`src/rtl/mini_aes_key_sched.sv`:
```
// Mini-AES key expansion sequencer: derives round keys K1/K2 from the cipher key
// using two lookups on a shared, arbitrated, registered NibbleSub unit.
module mini_aes_key_sched (
    input  logic        clk,
    input  logic        rst_n,
    input  logic        start,
    input  logic [15:0] key,
    output logic        ks_req,
    input  logic        ks_gnt,
    output logic        sbox_en,
    output logic [3:0]  sbox_a,
    input  logic [3:0]  sbox_b,
    input  logic        sbox_valid,
    output logic        busy,
    output logic        done,
    output logic        key_valid,
    output logic [15:0] rk0,
    output logic [15:0] rk1,
    output logic [15:0] rk2
);

    typedef enum logic [2:0] {
        StIdle,
        StSub1,
        StWait1,
        StSub2,
        StWait2,
        StDone
    } state_e;

    state_e      state_q, state_d;
    logic [15:0] rk0_q, rk1_q, rk2_q;
    logic        key_valid_q;

    // One round of the word recurrence: first word mixes in S-box output and round constant,
    // each following word chains off the one just produced.
    function automatic logic [15:0] expand(input logic [15:0] prev, input logic [3:0] sub,
                                           input logic [3:0] rcon);
        logic [3:0] wa, wb, wc, wd;
        wa = prev[15:12] ^ sub ^ rcon;
        wb = prev[11:8] ^ wa;
        wc = prev[7:4] ^ wb;
        wd = prev[3:0] ^ wc;
        return {wa, wb, wc, wd};
    endfunction

    always_comb begin
        state_d = state_q;
        ks_req  = 1'b0;
        sbox_en = 1'b0;
        sbox_a  = 4'h0;
        unique case (state_q)
            StIdle: begin
                if (start) state_d = StSub1;
            end
            StSub1: begin
                ks_req = 1'b1;
                if (ks_gnt) begin
                    sbox_en = 1'b1;
                    sbox_a  = rk0_q[3:0];
                    state_d = StWait1;
                end
            end
            StWait1: begin
                ks_req = 1'b1;
                if (sbox_valid) state_d = StSub2;
            end
            StSub2: begin
                ks_req = 1'b1;
                if (ks_gnt) begin
                    sbox_en = 1'b1;
                    sbox_a  = rk1_q[3:0];
                    state_d = StWait2;
                end
            end
            StWait2: begin
                ks_req = 1'b1;
                if (sbox_valid) state_d = StDone;
            end
            StDone: begin
                state_d = StIdle;
            end
            default: begin
                state_d = StIdle;
            end
        endcase
    end

    always_ff @(posedge clk) begin
        if (!rst_n) begin
            state_q     <= StIdle;
            rk0_q       <= 16'h0000;
            rk1_q       <= 16'h0000;
            rk2_q       <= 16'h0000;
            key_valid_q <= 1'b0;
        end else begin
            state_q <= state_d;
            if (state_q == StIdle && start) begin
                rk0_q       <= key;
                key_valid_q <= 1'b0;
            end
            // The S-box output is zero while disabled, so only sample it when flagged valid.
            if (state_q == StWait1 && sbox_valid) rk1_q <= expand(rk0_q, sbox_b, 4'h1);
            if (state_q == StWait2 && sbox_valid) rk2_q <= expand(rk1_q, sbox_b, 4'h2);
            if (state_q == StDone) key_valid_q <= 1'b1;
        end
    end

    assign busy      = (state_q != StIdle);
    assign done      = (state_q == StDone);
    assign key_valid = key_valid_q;
    assign rk0       = rk0_q;
    assign rk1       = rk1_q;
    assign rk2       = rk2_q;

endmodule

```
`config.mk`:
```
export PLATFORM = sky130hd
export DESIGN_NAME = mini_aes_key_sched
export DESIGN_NICKNAME = d
export VERILOG_FILES = /design/src/rtl/mini_aes_key_sched.sv
export SDC_FILE = /design/constraint.sdc
export NUM_CORES = 1
export LEC_CHECK = 0
export ABC_AREA = 1
export CORE_MARGIN = 2
export CORE_UTILIZATION = 42
export DETAILED_ROUTE_END_ITERATION = 8
export GPL_ROUTABILITY_DRIVEN = 0
export GPL_TIMING_DRIVEN = 0
export PLACE_DENSITY = 0.76
export SYNTH_ARGS = -nofsm -noshare
export SYNTH_HDL_FRONTEND = slang
export SYNTH_SLANG_ARGS = --single-unit
```
`constraint.sdc`:
```
create_clock -name clk -period 1.15 [get_ports clk]
set_input_delay 0.115 -clock clk [delete_from_list [all_inputs] [get_ports clk]]
set_output_delay 0.115 -clock clk [all_outputs]
set_load 0.02 [all_outputs]
```
Yosys cells after proc, flatten, opt, wreduce, memory -nomap -nowiden
Index checks and enable logic that the tools add are counted.
- $add $sub $neg: 0
- multipliers: 0
- div/mod/pow operators: 0
- $lt $le $gt $ge: 0
- eq/ne operators: 10
- shift operators: 0
- mux-type cells: 14
- bitwise operators: 10
- reduce and logical (&&, ||, !) cells: 9
- operators by type and width (cell ; count):
    $xor A4 B4 Y4 ; 8
    $mux W3 ; 5
    $pmux W3 S5 ; 1
    $ne A2 B2 Y1 const B ; 5
    $mux W4 ; 2
    $pmux W4 S2 ; 1
    $eq A3 B2 Y1 const B ; 2
    $eq A3 B3 Y1 const B ; 2
    $mux W1 ; 5
    $reduce_and A5 Y1 ; 1
    $reduce_or A4 Y1 ; 1
    $eq A3 B1 Y1 const B ; 1
    $logic_and A1 B1 Y1 ; 3
    $logic_not A3 Y1 ; 1
    $reduce_bool A3 Y1 ; 1
    $not A1 Y1 ; 2
    $reduce_bool A2 Y1 ; 1
    $reduce_or A2 Y1 ; 1
- register bits after elaboration: 52
- latch bits: 0
- bits in writable memories: 0
- ROM bits: 0
- memories: 0

Logic depth before layout (Yosys ltp)
- depth in word-level cells: 5
- gate-level depth with buffers: 10
- depth with buffers taken out: 10

Worst setup path before layout
OpenSTA, ideal clock, no wires.
- path kind: register to register
- from: register state_q[2]
- to: register key_valid_q, in the netlist key_valid
- setup time: 0.066 ns
- arrival time: 1.223 ns
- slack: -0.139 ns
- stages on the path, launching flop included: 5
- period minus slack after synthesis: 1.289 ns
- cell sequence: dfxtp_1 > inv_4 > nor3_1 > a21oi_1 > nor2_1
- elaborated cells between the ends (all ways): 5
- RTL lines (element ; RTL line ; RTL):
    start, declared ; 31 ; state_e state_q, state_d;
    start signal, assigned ; 91 ; state_q <= StIdle;
    start signal, assigned ; 97 ; state_q <= state_d;
    $eq A3 B3 Y1 * ; - ;
    via done ; 15 ; output logic done,
    $mux W1 / $reduce_bool A2 Y1 (equally long branches) ; - ;
    end signal, assigned ; 95 ; key_valid_q <= 1'b0;
    end signal, assigned ; 100 ; key_valid_q <= 1'b0;
    end signal, assigned ; 105 ; if (state_q == StDone) key_valid_q <= 1'b1;
    end, declared ; 33 ; logic key_valid_q;
Mark *: on every way through the listed nets, which the timed path passes. The rest lies on a longest branch.
A chain may end at the register's enable or synchronous reset.

Worst setup path in the final report
- from: register state_q[0]
- to: output port ks_req
- longest elaborated chain between the ends: 3
- elaborated cells between the ends (all ways): 6
- ends and longest elaborated chain (element ; RTL line ; RTL):
    $eq A3 B2 Y1, or another cell as far along ; 52 ; unique case (state_q)
    $reduce_or A4 Y1 (no source line) * ; - ;
    $mux W1 * ; 52 ;
    end, declared ; 8 ; output logic ks_req,
Mark *: on every way between the ends. The rest lies on a longest branch, timed or not.

==> flow_metrics.tcl <==
set metrics [dict create \
    crit_path_end_kind "primary output" \
    cpMostUsedCell "nand2_2" \
    gr-total-overflow 0 \
    worstSetupPathDepth 8 \
    grt_util_all_layers_pct 24.1 \
    worstPathMaxFanout 6 \
    core_um2 5990 \
    clock_latency_ns 0.31 \
    fin_crit_sh_pct 136 \
    drv_slew 0 \
    cts_tree "done" \
    grt_pass1_vias 2956 \
    drc_errors 0 \
    num_antenna_cells 0 \
    final_cells 571 \
    synthTopCellsByArea "dfxtp_1 40%, nand3_1 11%, nand2_1 11%" \
    skew_ns 0.00883 \
    max_freq_ghz 0.640 \
    cp-start-kind "flop" \
    syn_nets 406 \
    path_buf_inv 4 \
    synth_most_common_cell "nand2_1" \
    routed_wl_mm 8.98 \
    maxCapViolCount 0 \
    post-place-ws_ns -0.543 \
    rsz0062_at_grt "yes" \
    ys_types 27 \
    synth-async-reset-ratio_pct 0 \
    placed_area_um2 3600 \
    area_growth_pct 59.0 \
    first_pass_iters 5 \
    outcome "finished, violations left" \
    worst_slack_ns -0.412 \
    power_density_nw_per_um2 2150 \
    dp.cells 537 \
    rr_worst_depth 7 \
    yosysTopAreaCell "dfxtp_1" \
    clk_path_buf_depth 2 \
    holdPathStages 3 \
    dp_hpwl_mm 5.75 \
    rows 28 \
    grt_max_degree 15 \
    synth_cells 381 \
    seq_area_frac_synth_pct 39.6 \
    min_period_ns 1.56 \
    worst_ep_arrival_time_ns 1.45 \
    ir_drop_mv 1.90 \
    vias 3125 \
    ys.flop_type "dfxtp_1" \
    synthTopCellsByCount "77 x nand2_1, 60 x nand3_1, 58 x inv_1, 52 x dfxtp_1, 29 x a21oi_1" \
    path_class "flop to primary output" \
    p_leak_nw 1.88 \
    fp.dieH_um 83.1 \
    final.setup.tns_ns -13.90 \
    setup_viol 60 \
    critPathMaxStageDelay_ns 0.41 \
    slew_headroom_pct 57.7 \
    synth_seq_cells 52 \
    postLayoutCoreUtil_pct 69.7 \
    syn_area_um2 2630 \
    ioPinCount 82 \
    yosys.area.top_type_share_pct 39.6 \
    vias_per_cell 5.47 \
    cp_top_family "flip-flops" \
    violations "setup timing" \
    worstPathCellList "inv_6 -> nor2_4 -> nand2_4 -> buf_4 -> nand2_2 -> inv_2 -> nand2_2 -> buf_6" \
    cp.required_ns 1.03 \
    antenna_found_initial 0 \
    hold_viol 0 \
    cp_slowest_cell "dfxtp_4" \
    synth_edf_count 0 \
    start_util_pct 43.9 \
    min_path_type "primary input to flop" \
    io_buffer_count 81 \
    drtAntennaViolNets 0 \
    synth_area_per_cell_um2 6.90 \
    die_area_um2 6900 \
    root_buffer "clkbuf_8" \
    clk_pin_slew_worst_paths_ns 0.09 \
    cts.sinks 52 \
    hold-worst-slack_ns 0.316 \
    cts_max_level 2 \
    die_width_um 83.1 \
    drive_above_1_share_pct 33.5 \
    cts_made_buffers 5 \
    worstMarginPinSlew_ns 0.635 \
    grt_pass1_wl_mm 13.7 \
    drtIter0Drc 197 \
    p_total_mw 8.96 \
    wl_per_cell_um 15.7 \
    design_area_um2 4180 \
    fin_nets 520 \
    cts_hold_buffers 0 \
    ys_warn_count 0 \
]
## per-layer routing
layer,routed length [um],part of all wire [%],GRT usage [%],vias up
met5,0,0,0,-
li1,-,-,-,1486
met1,3580,40,28.0,1490
met2,4640,52,42.7,120
met4,273,3.0,9.99,0
met3,492,5.5,5.07,29
## area by class of cell
type / count / area [um2]
Buffer: 14 / 126
Sequential cell: 52 / 1070
Timing Repair Buffer: 107 / 995
Tap cell: 75 / 93.8
Inverter: 63 / 259
Fill cell: 479 / 1810
Clock buffer: 8 / 90.1
Multi-Input combinational cell: 252 / 1540
## flip-flops by register name (all words and copies together) (netlist names)
name       flops
rk2           16
rk1           16
key_valid      1
rk0           16
state_q        3
## worst paths after layout
path	startpoint	endpoint	slack, ns
min reg2reg	rk2[4]	rk2[4]	0.51
max reg2reg	state_q[1]	rk0[3]	-0.32
min	sbox_b[3]	rk2[15]	0.32
max	state_q[0]	ks_req	-0.41
## cells by family after synthesis
family | Yosys count | synth area share (%)
AOI/OAI and AO/OA | 86 | 18.6
buffers and inverters | 77 | 12.3
DFF | 52 | 39.6
and+or+nand+nor | 166 | 29.5
## layout by cell type, fill, tap and decap left out, drive strengths merged
cell type	instances
a211oi	6
a21oi	29
a31oi	10
buf	43
clkbuf	28
clkdlybuf4s15	18
clkdlybuf4s50	20
dfxtp	52
dlygate4sd2	20
inv	63
nand2	79
nand3	62
nand4	1
nor2	23
nor3	1
o211ai	6
o21a	4
o21ai	30
o21bai	1
## worst min-delay path: cells and delay by family
| kind | cells | cell delay (ns) |
|---|---|---|
| buffers and inverters | 1 | 0.28 |
| AND/OR/NAND/NOR | 1 | 0.10 |
| AO/OA/AOI/OAI | 1 | 0.09 |
## report_power, final
| group | total (mW) | internal, mW | leakage, nW | switching [mW] |
|---|---|---|---|---|
| registers | 2.78 | 2.30 | 0.432 | 0.477 |
| logic | 5.07 | 2.07 | 1.40 | 3.00 |
| clock network | 1.11 | 0.493 | 0.0455 | 0.617 |
## repair_timing
item | CTS | global route
endpoints found under the setup margin | 108 | 89
pin swaps | 19 | 18
buffers inserted | 12 | 10
cloned | 5 | 0
resized for setup | 200 | 69
Power figures use the tool's default switching activity.
